<file path="src/rtl/ei_tdp_ram_arbiter.sv">
// Round-robin arbiter sharing one true-dual-port RAM between NUM_REQ requesters.
// Up to two requests are issued per cycle (port A, port B); read data returns two cycles after accept.
module ei_tdp_ram_arbiter #(
  parameter int DATA_WIDTH = 8,
  parameter int ADDR_WIDTH = 10,
  parameter int NUM_REQ    = 4
) (
  input  logic                           clk,
  input  logic                           resetn,
  input  logic [NUM_REQ-1:0]             req_valid,
  input  logic [NUM_REQ-1:0]             req_we,
  input  logic [NUM_REQ*ADDR_WIDTH-1:0]  req_addr,
  input  logic [NUM_REQ*DATA_WIDTH-1:0]  req_wdata,
  output logic [NUM_REQ-1:0]             req_ready,
  output logic [NUM_REQ-1:0]             rsp_valid,
  output logic [NUM_REQ*DATA_WIDTH-1:0]  rsp_rdata,
  output logic [ADDR_WIDTH-1:0]          addr_a,
  output logic [ADDR_WIDTH-1:0]          addr_b,
  output logic [DATA_WIDTH-1:0]          data_a,
  output logic [DATA_WIDTH-1:0]          data_b,
  output logic                           we_a,
  output logic                           we_b,
  output logic                           re_a,
  output logic                           re_b,
  input  logic [DATA_WIDTH-1:0]          q_a,
  input  logic [DATA_WIDTH-1:0]          q_b,
  output logic [15:0]                    coll_cnt
);

  localparam int IDX_W = (NUM_REQ > 1) ? $clog2(NUM_REQ) : 1;

  // Handshake: a request transfers on a posedge where req_valid[i] && req_ready[i];
  // the requester holds valid/we/addr/wdata stable until then. req_ready is combinational.

  logic [IDX_W-1:0]      rr_ptr;
  logic [IDX_W-1:0]      cand;
  logic [IDX_W-1:0]      g0;
  logic [IDX_W-1:0]      g1;
  logic                  g0_found;
  logic                  g1_found;
  logic                  collide;
  logic                  grant0;
  logic                  grant1;
  logic [ADDR_WIDTH-1:0] addr0;
  logic [ADDR_WIDTH-1:0] addr1;
  logic [DATA_WIDTH-1:0] wdata0;
  logic [DATA_WIDTH-1:0] wdata1;
  logic                  we0;
  logic                  we1;

  logic [IDX_W-1:0]      tag_a;
  logic [IDX_W-1:0]      tag_b;
  logic [IDX_W-1:0]      sel_a;
  logic [IDX_W-1:0]      sel_b;
  logic                  out_a;
  logic                  out_b;
  logic [NUM_REQ-1:0]    rsp_next;

  function automatic logic [IDX_W-1:0] next_idx(input logic [IDX_W-1:0] base, input int off);
    int s;
    s = (int'(base) + off) % NUM_REQ;
    return IDX_W'(s);
  endfunction

  // Cyclic scan from rr_ptr: first valid requester is g0, the next one is g1.
  always_comb begin
    g0_found = 1'b0;
    g1_found = 1'b0;
    g0       = '0;
    g1       = '0;
    cand     = '0;
    for (int k = 0; k < NUM_REQ; k++) begin
      cand = next_idx(rr_ptr, k);
      if (req_valid[cand]) begin
        if (!g0_found) begin
          g0_found = 1'b1;
          g0       = cand;
        end else if (!g1_found) begin
          g1_found = 1'b1;
          g1       = cand;
        end
      end
    end
  end

  assign addr0  = req_addr[int'(g0)*ADDR_WIDTH +: ADDR_WIDTH];
  assign addr1  = req_addr[int'(g1)*ADDR_WIDTH +: ADDR_WIDTH];
  assign wdata0 = req_wdata[int'(g0)*DATA_WIDTH +: DATA_WIDTH];
  assign wdata1 = req_wdata[int'(g1)*DATA_WIDTH +: DATA_WIDTH];
  assign we0    = req_we[g0];
  assign we1    = req_we[g1];

  // Same-address access involving a write has no deterministic outcome in the TDP RAM.
  assign collide = g0_found && g1_found && (addr0 == addr1) && (we0 || we1);
  assign grant0  = g0_found;
  assign grant1  = g1_found && !collide;

  always_comb begin
    req_ready = '0;
    if (resetn) begin
      if (grant0) req_ready[g0] = 1'b1;
      if (grant1) req_ready[g1] = 1'b1;
    end
  end

  always_comb begin
    rsp_next = '0;
    if (re_a) rsp_next[tag_a] = 1'b1;
    if (re_b) rsp_next[tag_b] = 1'b1;
  end

  // RAM output is steered to the requester whose read tag reached the second stage.
  always_comb begin
    rsp_rdata = '0;
    if (out_a) rsp_rdata[int'(sel_a)*DATA_WIDTH +: DATA_WIDTH] = q_a;
    if (out_b) rsp_rdata[int'(sel_b)*DATA_WIDTH +: DATA_WIDTH] = q_b;
  end

  always_ff @(posedge clk or negedge resetn) begin
    if (!resetn) begin
      addr_a    <= '0;
      addr_b    <= '0;
      data_a    <= '0;
      data_b    <= '0;
      we_a      <= 1'b0;
      we_b      <= 1'b0;
      re_a      <= 1'b0;
      re_b      <= 1'b0;
      tag_a     <= '0;
      tag_b     <= '0;
      sel_a     <= '0;
      sel_b     <= '0;
      out_a     <= 1'b0;
      out_b     <= 1'b0;
      rsp_valid <= '0;
      rr_ptr    <= '0;
      coll_cnt  <= '0;
    end else begin
      if (grant0) begin
        addr_a <= addr0;
        data_a <= wdata0;
        we_a   <= we0;
        re_a   <= !we0;
        tag_a  <= g0;
      end else begin
        we_a <= 1'b0;
        re_a <= 1'b0;
      end

      if (grant1) begin
        addr_b <= addr1;
        data_b <= wdata1;
        we_b   <= we1;
        re_b   <= !we1;
        tag_b  <= g1;
      end else begin
        we_b <= 1'b0;
        re_b <= 1'b0;
      end

      sel_a     <= tag_a;
      sel_b     <= tag_b;
      out_a     <= re_a;
      out_b     <= re_b;
      rsp_valid <= rsp_next;

      if (grant1)      rr_ptr <= next_idx(g1, 1);
      else if (grant0) rr_ptr <= next_idx(g0, 1);

      if (collide && (coll_cnt != 16'hFFFF)) coll_cnt <= coll_cnt + 16'd1;
    end
  end

endmodule

</file>
<file path="config.mk">
export PLATFORM = sky130hd
export DESIGN_NAME = ei_tdp_ram_arbiter
export DESIGN_NICKNAME = d
export VERILOG_FILES = /design/src/rtl/ei_tdp_ram_arbiter.sv
export SDC_FILE = /design/constraint.sdc
export NUM_CORES = 1
export LEC_CHECK = 0
export CELL_PAD_IN_SITES_DETAIL_PLACEMENT = 0
export CELL_PAD_IN_SITES_GLOBAL_PLACEMENT = 1
export CORE_MARGIN = 2
export CORE_UTILIZATION = 34
export CTS_CLUSTER_DIAMETER = 50
export DETAILED_ROUTE_END_ITERATION = 7
export GPL_TIMING_DRIVEN = 0
export PLACE_DENSITY_LB_ADDON = 0.08
export SLEW_MARGIN = 30
export SYNTH_ARGS = -nofsm -noshare
export SYNTH_HDL_FRONTEND = slang
export SYNTH_SLANG_ARGS = --single-unit
</file>
<file path="constraint.sdc">
create_clock -name clk -period 6.5 [get_ports clk]
set_input_delay 1.625 -clock clk [delete_from_list [all_inputs] [get_ports clk]]
set_output_delay 1.625 -clock clk [all_outputs]
set_load 0.03 [all_outputs]
</file>
==> results of run 1 <==
-- power by group through the flow --
stage | combinational [mW] | clock (mW) | sequential (mW)
2_1_floorplan | 1.28 | 0 | 1.01
3_3_place_gp | 2.29 | 0 | 0.763
3_5_place_dp | 2.33 | 0 | 0.767
4_1_cts | 2.51 | 0.602 | 0.765
5_1_grt | 2.73 | 0.623 | 0.789
6_report | 2.56 | 0.589 | 0.763
-- through the flow --
step / hold slack (ns) / instance area (um^2) / util / TNS (ns)
after floorplan: 0.380 / 5300 / - / -0.451
after global placement: 0.416 / 7460 / 0.491 / -6.04
after detailed placement: 0.420 / 7520 / 0.494 / -6.09
after CTS: 0.440 / 8100 / 0.533 / -0.332
after global routing: 0.448 / 8110 / 0.534 / -0.0503
final: 0.430 / 8110 / 0.534 / 0
-- worst min path at each step --
stage               depth (start not counted)            endpoint  slack, ns
floorplan                                   0  sel_b[1]$_DFF_PN0_       0.38
global placement                            0  sel_b[1]$_DFF_PN0_       0.42
detailed placement                          0  sel_b[1]$_DFF_PN0_       0.42
CTS                                         0  sel_b[1]$_DFF_PN0_       0.44
global route                                0  sel_b[1]$_DFF_PN0_       0.45
finish                                      0  sel_b[1]$_DFF_PN0_       0.43
-- state kept, by name, summed over array words and instances (netlist names), 2 cells and up --
register   cells
rr_ptr         2
rsp_valid      4
sel_b          2
sel_a          2
data_b         8
data_a         8
tag_b          2
addr_b        10
coll_cnt      16
addr_a        10
tag_a          2
-- metal layers --
| layer | vias up | wire, um | track usage |
|---|---|---|---|
| li1 | 2381 | - | - |
| met2 | 162 | 8530 | 0.350 |
| met4 | 0 | 326 | 0.0735 |
| met1 | 2467 | 7330 | 0.256 |
| met3 | 24 | 1070 | 0.0553 |
| met5 | - | 0 | 0 |
-- cells in the mapped netlist, types with 9 or more instances --
cell type	number
dfrtp_1	72
nand2_1	72
mux2i_1	53
a22o_1	32
o21ai_0	28
xnor2_1	26
mux2_2	24
nor2_1	22
nand3_1	18
a21oi_1	15
inv_1	15
clkbuf_1	14
ha_1	13
mux2_4	13
and3_1	9
buf_4	9
-- logic make-up (layout without fill, tap and decap cells) --
group	count (synthesis)	count (layout)
AO/OA/AOI/OAI	106	106
multiplexers	102	102
buffers and inverters	50	272
adder cells (fa/ha/maj)	14	14
AND/OR/NAND/NOR	159	159
XOR/XNOR	27	27
flip-flops	72	72
-- repair_timing --
item                                    4_1_cts  5_1_grt
pin swaps                                    11       11
endpoints found under the setup margin        4        4
setup buffers                                12        3
resized for setup                            70       16
-- layout make-up --
| class | count | area (um^2) | share of cell area |
|---|---|---|---|
| repair buffers | 210 | 2070 | 0.256 |
| flip-flops and latches | 72 | 1800 | 0.222 |
| clock buffers | 9 | 225 | 0.0278 |
| inverters | 15 | 56.3 | 0.00694 |
| multi-input cells | 408 | 3390 | 0.418 |
| clock inverters | 7 | 126 | 0.0156 |
| plain buffers | 31 | 203 | 0.0250 |
| well taps | 188 | 235 | 0.0290 |
==> impl_results.md, run 1 <==
- Status: complete, no violations
- Start point of the worst min-delay path: tag_b[1]$_DFFE_PN0N_
- Master cell of the clock root buffer: clkbuf_16
- Cell at the slowest stage of the critical path: mux2i_2
- Post-route ant nets: 0
- Hold buffer count at CTS: 0
- Count of flip-flops with a built-in enable after synthesis: 0
- Layout overhead on the synthesized area: 53.5%
- Standby leakage power: 3.48 nW
- Clock net sink count: 72
- Worst Path Arrival: 4.78 ns
- Floorplan die area: 0.0166 mm^2
- Width of the die: 129 um
- HPWL after DPL: 13.1 mm
- Crit Path Max Fanout: 10
- Final cell count without fillers: 940
- Clock tree from TritonCTS: yes
- Endpoint of the lowest-slack register-to-register path: addr_b[2]$_DFFE_PN0N_
- Async set-reset flop share out of synthesis: 1.00
- Largest area contributor in the netlist: dfrtp_1
- Proportion of layout cells with a drive suffix above 1: 0.188
- First-pass detailed-route iteration total: 4
- Clk Latency, worst-skew pair: 0.34 ns
- Weighted congestion reported at the end of routability-driven placement: 0.831
- Post-Synthesis Cell Area: 0.00529 mm^2
- Worst Setup Start Kind: input port
- Count of cell instances traversed by the critical path: 19
- Launch point of the worst reg-to-reg path: rr_ptr[0]$_DFFE_PN0P_
- Maximum number of pins on one net before global-route repair: 43
- Total overflow reported by the global router: 0
- Cell row count: 45
- Via count of the first global-routing pass: 5126
- Cells after Synth: 530
- Top Family by Delay on Critical Path: buffers and inverters
- Flip-flop cell with the highest count after synthesis: dfrtp_1
- Maxcap violations: 0
- Library cell appearing most often on the critical path: buf_6
- Buf/Inv on CP: 5
- Critical-path cell list: buf_6 -> mux2_4 -> nand2_4 -> o31ai_4 -> ha_1 -> nor2_1 -> nand2_1 -> a311oi_1 -> a221o_1 -> buf_6 -> buf_6 -> mux2i_2 -> xnor2_2 -> o2111ai_2 -> nor4_2 -> buf_4 -> or2_4 -> o32ai_2 -> buf_4
- Post-route setup slack: 0.0945 ns
- Leading cell types in the layout, fill and taps excluded: clkdlybuf4s50_1 (184), dfrtp_1 (72), nand2_1 (71)
- FF+latch count, synth: 72
- Largest buffer count on any clock path: 2
- Share of synthesized area spent on multiplexers: 0.240
- Most common cell after layout, fill and taps aside: clkdlybuf4s50_1
- Overall via count from detail_route: 5034
- Drt first-iter violations: 256
- Clock buffers created by TritonCTS: 9
- Total global-route track usage: 0.207
- Hold/Removal Path Class: register to register
- Clock edge transition at the registers on the reported setup and hold paths: 0.06 ns
- Final Hold Violating Endpoints: 0
- Pre-CTS setup slack: -1.64 ns
- CTS H-tree depth: 3
- Number of I/O port buffers: 192
- Detail-routed net length per standard cell: 18.4 um
- Unrepaired setup endpoints after global routing: true
- Top-Level Pins: 194
- Total inserted antenna cells: 0
- Initial core utilization: 0.348
- Proportion of netlist area held by the largest area contributor: 0.341
- Worst-case reg-to-reg path depth: 18
- Critical path destination: req_ready[3]
- Dominant combinational cell family by area after synthesis: multiplexers
- Startpoint of the worst setup timing path: req_valid[1]
- Core footprint: 0.0152 mm^2
- Peak ir drop on the vdd network: 0.000289 V
- Area fraction in compound gates after synthesis: 0.143
- Sw Ratio: 0.434
- Clock period minus worst slack: 6.41 ns
- Ratio of final minimum period to clock period: 0.985
- First-pass GRT wire length: 26.9 mm
- Clock group share of total power: 0.151
- Synthesized net count: 641
- Antenna violations before repair: 0
- Net Switching: 1.70 mW
- Longest individual stage delay on the worst path: 0.31 ns
- Worst slew margin relative to its limit: 0.371
- # nets final: 858
- Main area contributors after synthesis: dfrtp_1 (34%), mux2i_1 (10%), a22o_1 (5.3%)
- Synth unique cells: 59
- Simple logic cell fraction of the synthesized area: 0.144
- Count of final setup violators: 0
- Count of final max-slew check failures: 0
- Sum of routed wire length over all layers: 17.3 mm
- FMAX: 156 MHz
- Combinational fraction of design power: 0.654
- Actual slew at the worst max-slew pin: 0.944 ns
- Synthesized-area fraction occupied by xor and xnor cells: 0.0447
- Number of instances in the placed design: 913
- Relative contribution of sequential cells to total power: 0.195
- Total Power: 3.91 mW
- Avg Synthesized Cell Area: 9.97 um^2
- Category of the critical setup timing path: input port to primary output
- Number of fill cells in the layout: 1383
- Height of the die: 129 um
- Fraction of the yosys area taken by sequential cells: 0.341
- Final Skew: 0.00709 ns
- Adder-cell area share of the yosys netlist: 0.0327
- Worst setup slack for register-to-register paths: 2.16 ns
- Ratio of routed vias to standard cells: 5.36
- Cell-internal power: 2.21 mW
- Number of DRC violations after detailed routing: 0
- YS warnings: 0
- Critical Path End Type: primary output
- Total power divided by cell area: 482 mW/mm^2
- Worst Path Required: 4.88 ns
(Power assumes the default switching activity.)
==> run 2, diff against run 1 <==
--- a/config.mk
+++ b/config.mk
@@ -10,6 +10,7 @@
 export CORE_MARGIN = 2
 export CORE_UTILIZATION = 34
 export CTS_CLUSTER_DIAMETER = 50
+export CTS_CLUSTER_SIZE = 24
 export DETAILED_ROUTE_END_ITERATION = 7
 export GPL_TIMING_DRIVEN = 0
 export PLACE_DENSITY_LB_ADDON = 0.08
==> results of run 2 <==
No change in the layout: final DEF, timing and power equal those of run 1.
==> run 3, diff against run 2 <==
--- a/config.mk
+++ b/config.mk
@@ -13,7 +13,7 @@
 export CTS_CLUSTER_SIZE = 24
 export DETAILED_ROUTE_END_ITERATION = 7
 export GPL_TIMING_DRIVEN = 0
-export PLACE_DENSITY_LB_ADDON = 0.08
+export PLACE_DENSITY_LB_ADDON = 0.1
 export SLEW_MARGIN = 30
 export SYNTH_ARGS = -nofsm -noshare
 export SYNTH_HDL_FRONTEND = slang
==> impl_results.md, run 3 (synthesis results as in run 1) <==
- Total inserted antenna cells: 0 (unchanged)
- Count of final setup violators: 0 (unchanged)
- Number of DRC violations after detailed routing: 0 (unchanged)
- Final Skew: 0.00656 ns (-0.000525 ns)
- FMAX: 154 MHz (-1.3%)
- Height of the die: 129 um (unchanged)
- CTS H-tree depth: 3 (unchanged)
- Busiest layer in global routing: met2
- Antenna violations before repair: 0 (unchanged)
- Worst Path Arrival: 4.86 ns (+0.08 ns)
- Actual slew at the worst max-slew pin: 0.893 ns (-0.0510 ns)
- Number of I/O port buffers: 192 (unchanged)
- Clock net sink count: 72 (unchanged)
- Clock buffers created by TritonCTS: 9 (unchanged)
- Ratio of final minimum period to clock period: 0.998 (+0.0127)
- Longest individual stage delay on the worst path: 0.33 ns (+0.02 ns)
- Proportion of layout cells with a drive suffix above 1: 0.181 (-0.00604)
- Maximum number of pins on one net before global-route repair: 41 (-4.7%)
- Total global-route track usage: 0.210 (+0.00324)
- Standby leakage power: 3.50 nW (+0.57%)
- Hold/Removal Path Class: register to register
- Clock period minus worst slack: 6.49 ns (+0.0823 ns)
- Total overflow reported by the global router: 0 (unchanged)
- Met2 routing resource usage after global routing: 0.364 (+0.0143)
- Floorplan die area: 0.0166 mm^2 (unchanged)
- Crit Path Max Fanout: 6 (-4)
- Weighted congestion reported at the end of routability-driven placement: 0.861 (+3.5%)
- Master cell of the clock root buffer: clkbuf_16
- Post-route ant nets: 0 (unchanged)
- Met1 Usage GRT: 0.261 (+0.00548)
- Clk Latency, worst-skew pair: 0.34 ns (about the same)
- Unrepaired setup endpoints after global routing: true
- Final hold slack: 0.428 ns (-0.00216 ns)
- Largest register FFs: 16 (unchanged)
- Post-route setup slack: 0.0122 ns (-0.0823 ns)
- Category of the critical setup timing path: input port to primary output
- # nets final: 861 (+0.35%)
- Hold buffer count at CTS: 0 (unchanged)
- Final-layout setup total negative slack: 0 ns (unchanged)
- Overall via count from detail_route: 4998 (-0.72%)
- Via count of the first global-routing pass: 5121 (-0.098%)
- Status: complete, no violations
- Sum of routed wire length over all layers: 17.4 mm (+0.96%)
- Register with the highest flop count: coll_cnt
- Count of final max-slew check failures: 0 (unchanged)
- Critical Path End Type: primary output
- Worst slew margin relative to its limit: 0.405 (+0.0340)
- Cell row count: 45 (unchanged)
- Final Hold Violating Endpoints: 0 (unchanged)
- Leading cell types in the layout, fill and taps excluded: clkdlybuf4s50_1 (184), dfrtp_1 (72), nand2_1 (71)
- Worst Setup Start Kind: input port
- Utilization after layout: 0.536 (+0.00230)
- Drt first-iter violations: 216 (-16%)
- Width of the die: 129 um (unchanged)
- Maxcap violations: 0 (unchanged)
- Biggest regs: coll_cnt x16, addr_a x10, addr_b x10
- Layout overhead on the synthesized area: 54.2%
- Detail-routed net length per standard cell: 18.5 um (+0.63%)
- First-pass GRT wire length: 27.2 mm (+1.0%)
- Clock edge transition at the registers on the reported setup and hold paths: 0.06 ns (about the same)
- Total power divided by cell area: 476 mW/mm^2 (-1.3%)
- First-pass detailed-route iteration total: 4 (unchanged)
- Cell at the slowest stage of the critical path: mux4_2
- Ratio of routed vias to standard cells: 5.30 (-1.0%)
- Most common cell after layout, fill and taps aside: clkdlybuf4s50_1
- HPWL after DPL: 13.2 mm (+0.74%)
- Fraction of met3 tracks used by global routing: 0.0491 (-0.00624)
- Core footprint: 0.0152 mm^2 (unchanged)
- Pre-CTS setup slack: -1.61 ns (+0.0263 ns)
- Top-Level Pins: 194 (unchanged)
- Clock tree from TritonCTS: yes
- Total Power: 3.88 mW (-0.87%)
- Largest buffer count on any clock path: 2 (unchanged)
- Peak ir drop on the vdd network: 0.000280 V (-3.2%)
- Critical-path cell list: buf_8 -> mux2_4 -> nand2_4 -> o31ai_4 -> ha_1 -> mux2i_1 -> o211ai_1 -> a31oi_4 -> buf_12 -> mux4_2 -> xnor2_2 -> nand4_1 -> nor4_2 -> buf_4 -> or2_4 -> o32ai_4 -> buf_6
- Initial core utilization: 0.348 (unchanged)
- Worst Path Required: 4.88 ns (about the same)
==> run 3: timing repair <==
action                                  4_1_cts  5_1_grt
buffers inserted                             13        4
pin swaps                                     9       12
gates resized for setup                      65       19
endpoints found under the setup margin        4        4
==> run 3: final cells by class <==
class                   count  area, um^2
multi-input cells         408        3420
inverters                  15        56.3
plain buffers              32         216
flip-flops and latches     72        1800
well taps                 188         235
clock buffers              10         229
fillers                  1382        7050
repair buffers            212        2100
clock inverters             6        91.3
==> run 3: path summary, 6_finish.rpt <==
path	startpoint	to	slack, ns	cells after the start
max reg2reg	rr_ptr[0]$_DFFE_PN0P_	addr_b[9]$_DFFE_PN0N_	2.18	17
min reg2reg	tag_b[1]$_DFFE_PN0N_	sel_b[1]$_DFF_PN0_	0.43	0
max	req_valid[1]	req_ready[3]	0.01	17
min in group asynchronous	resetn	sel_b[0]$_DFF_PN0_	1.26	1
min	tag_b[1]$_DFFE_PN0N_	sel_b[1]$_DFF_PN0_	0.43	0
max in group asynchronous	resetn	addr_a[6]$_DFFE_PN0N_	4.65	2
==> run 3: where the power goes <==
group / total [mW] / internal, mW / switching [mW] / leakage, nW
combinational: 2.58 / 1.21 / 1.36 / 2.46
sequential: 0.762 / 0.629 / 0.133 / 0.881
clock: 0.537 / 0.338 / 0.198 / 0.157
==> run 3: per-layer routing <==
metal,up-vias,wire length [um],share of wire
met5,-,0,0
met4,0,342,0.020
met3,20,837,0.048
met2,137,8750,0.50
met1,2459,7490,0.43
li1,2382,-,-
==> run 3: metrics by stage <==
stage / cells / instance area, um^2
2_1_floorplan: 530 / 5300
6_report: 943 / 8150
4_1_cts: 941 / 8050
3_3_place_gp: 910 / 7460
3_5_place_dp: 913 / 7520
5_1_grt: 943 / 8150
==> run 3: critical path, delay by kind of cell <==
family / cells / cell delay, ns
AOI/OAI and AO/OA: 4 / 0.85
xor gates and xnor gates: 1 / 0.15
adders and majority gates: 1 / 0.30
buffers and inverters: 4 / 0.58
muxes: 3 / 0.77
and+or+nand+nor: 4 / 0.57
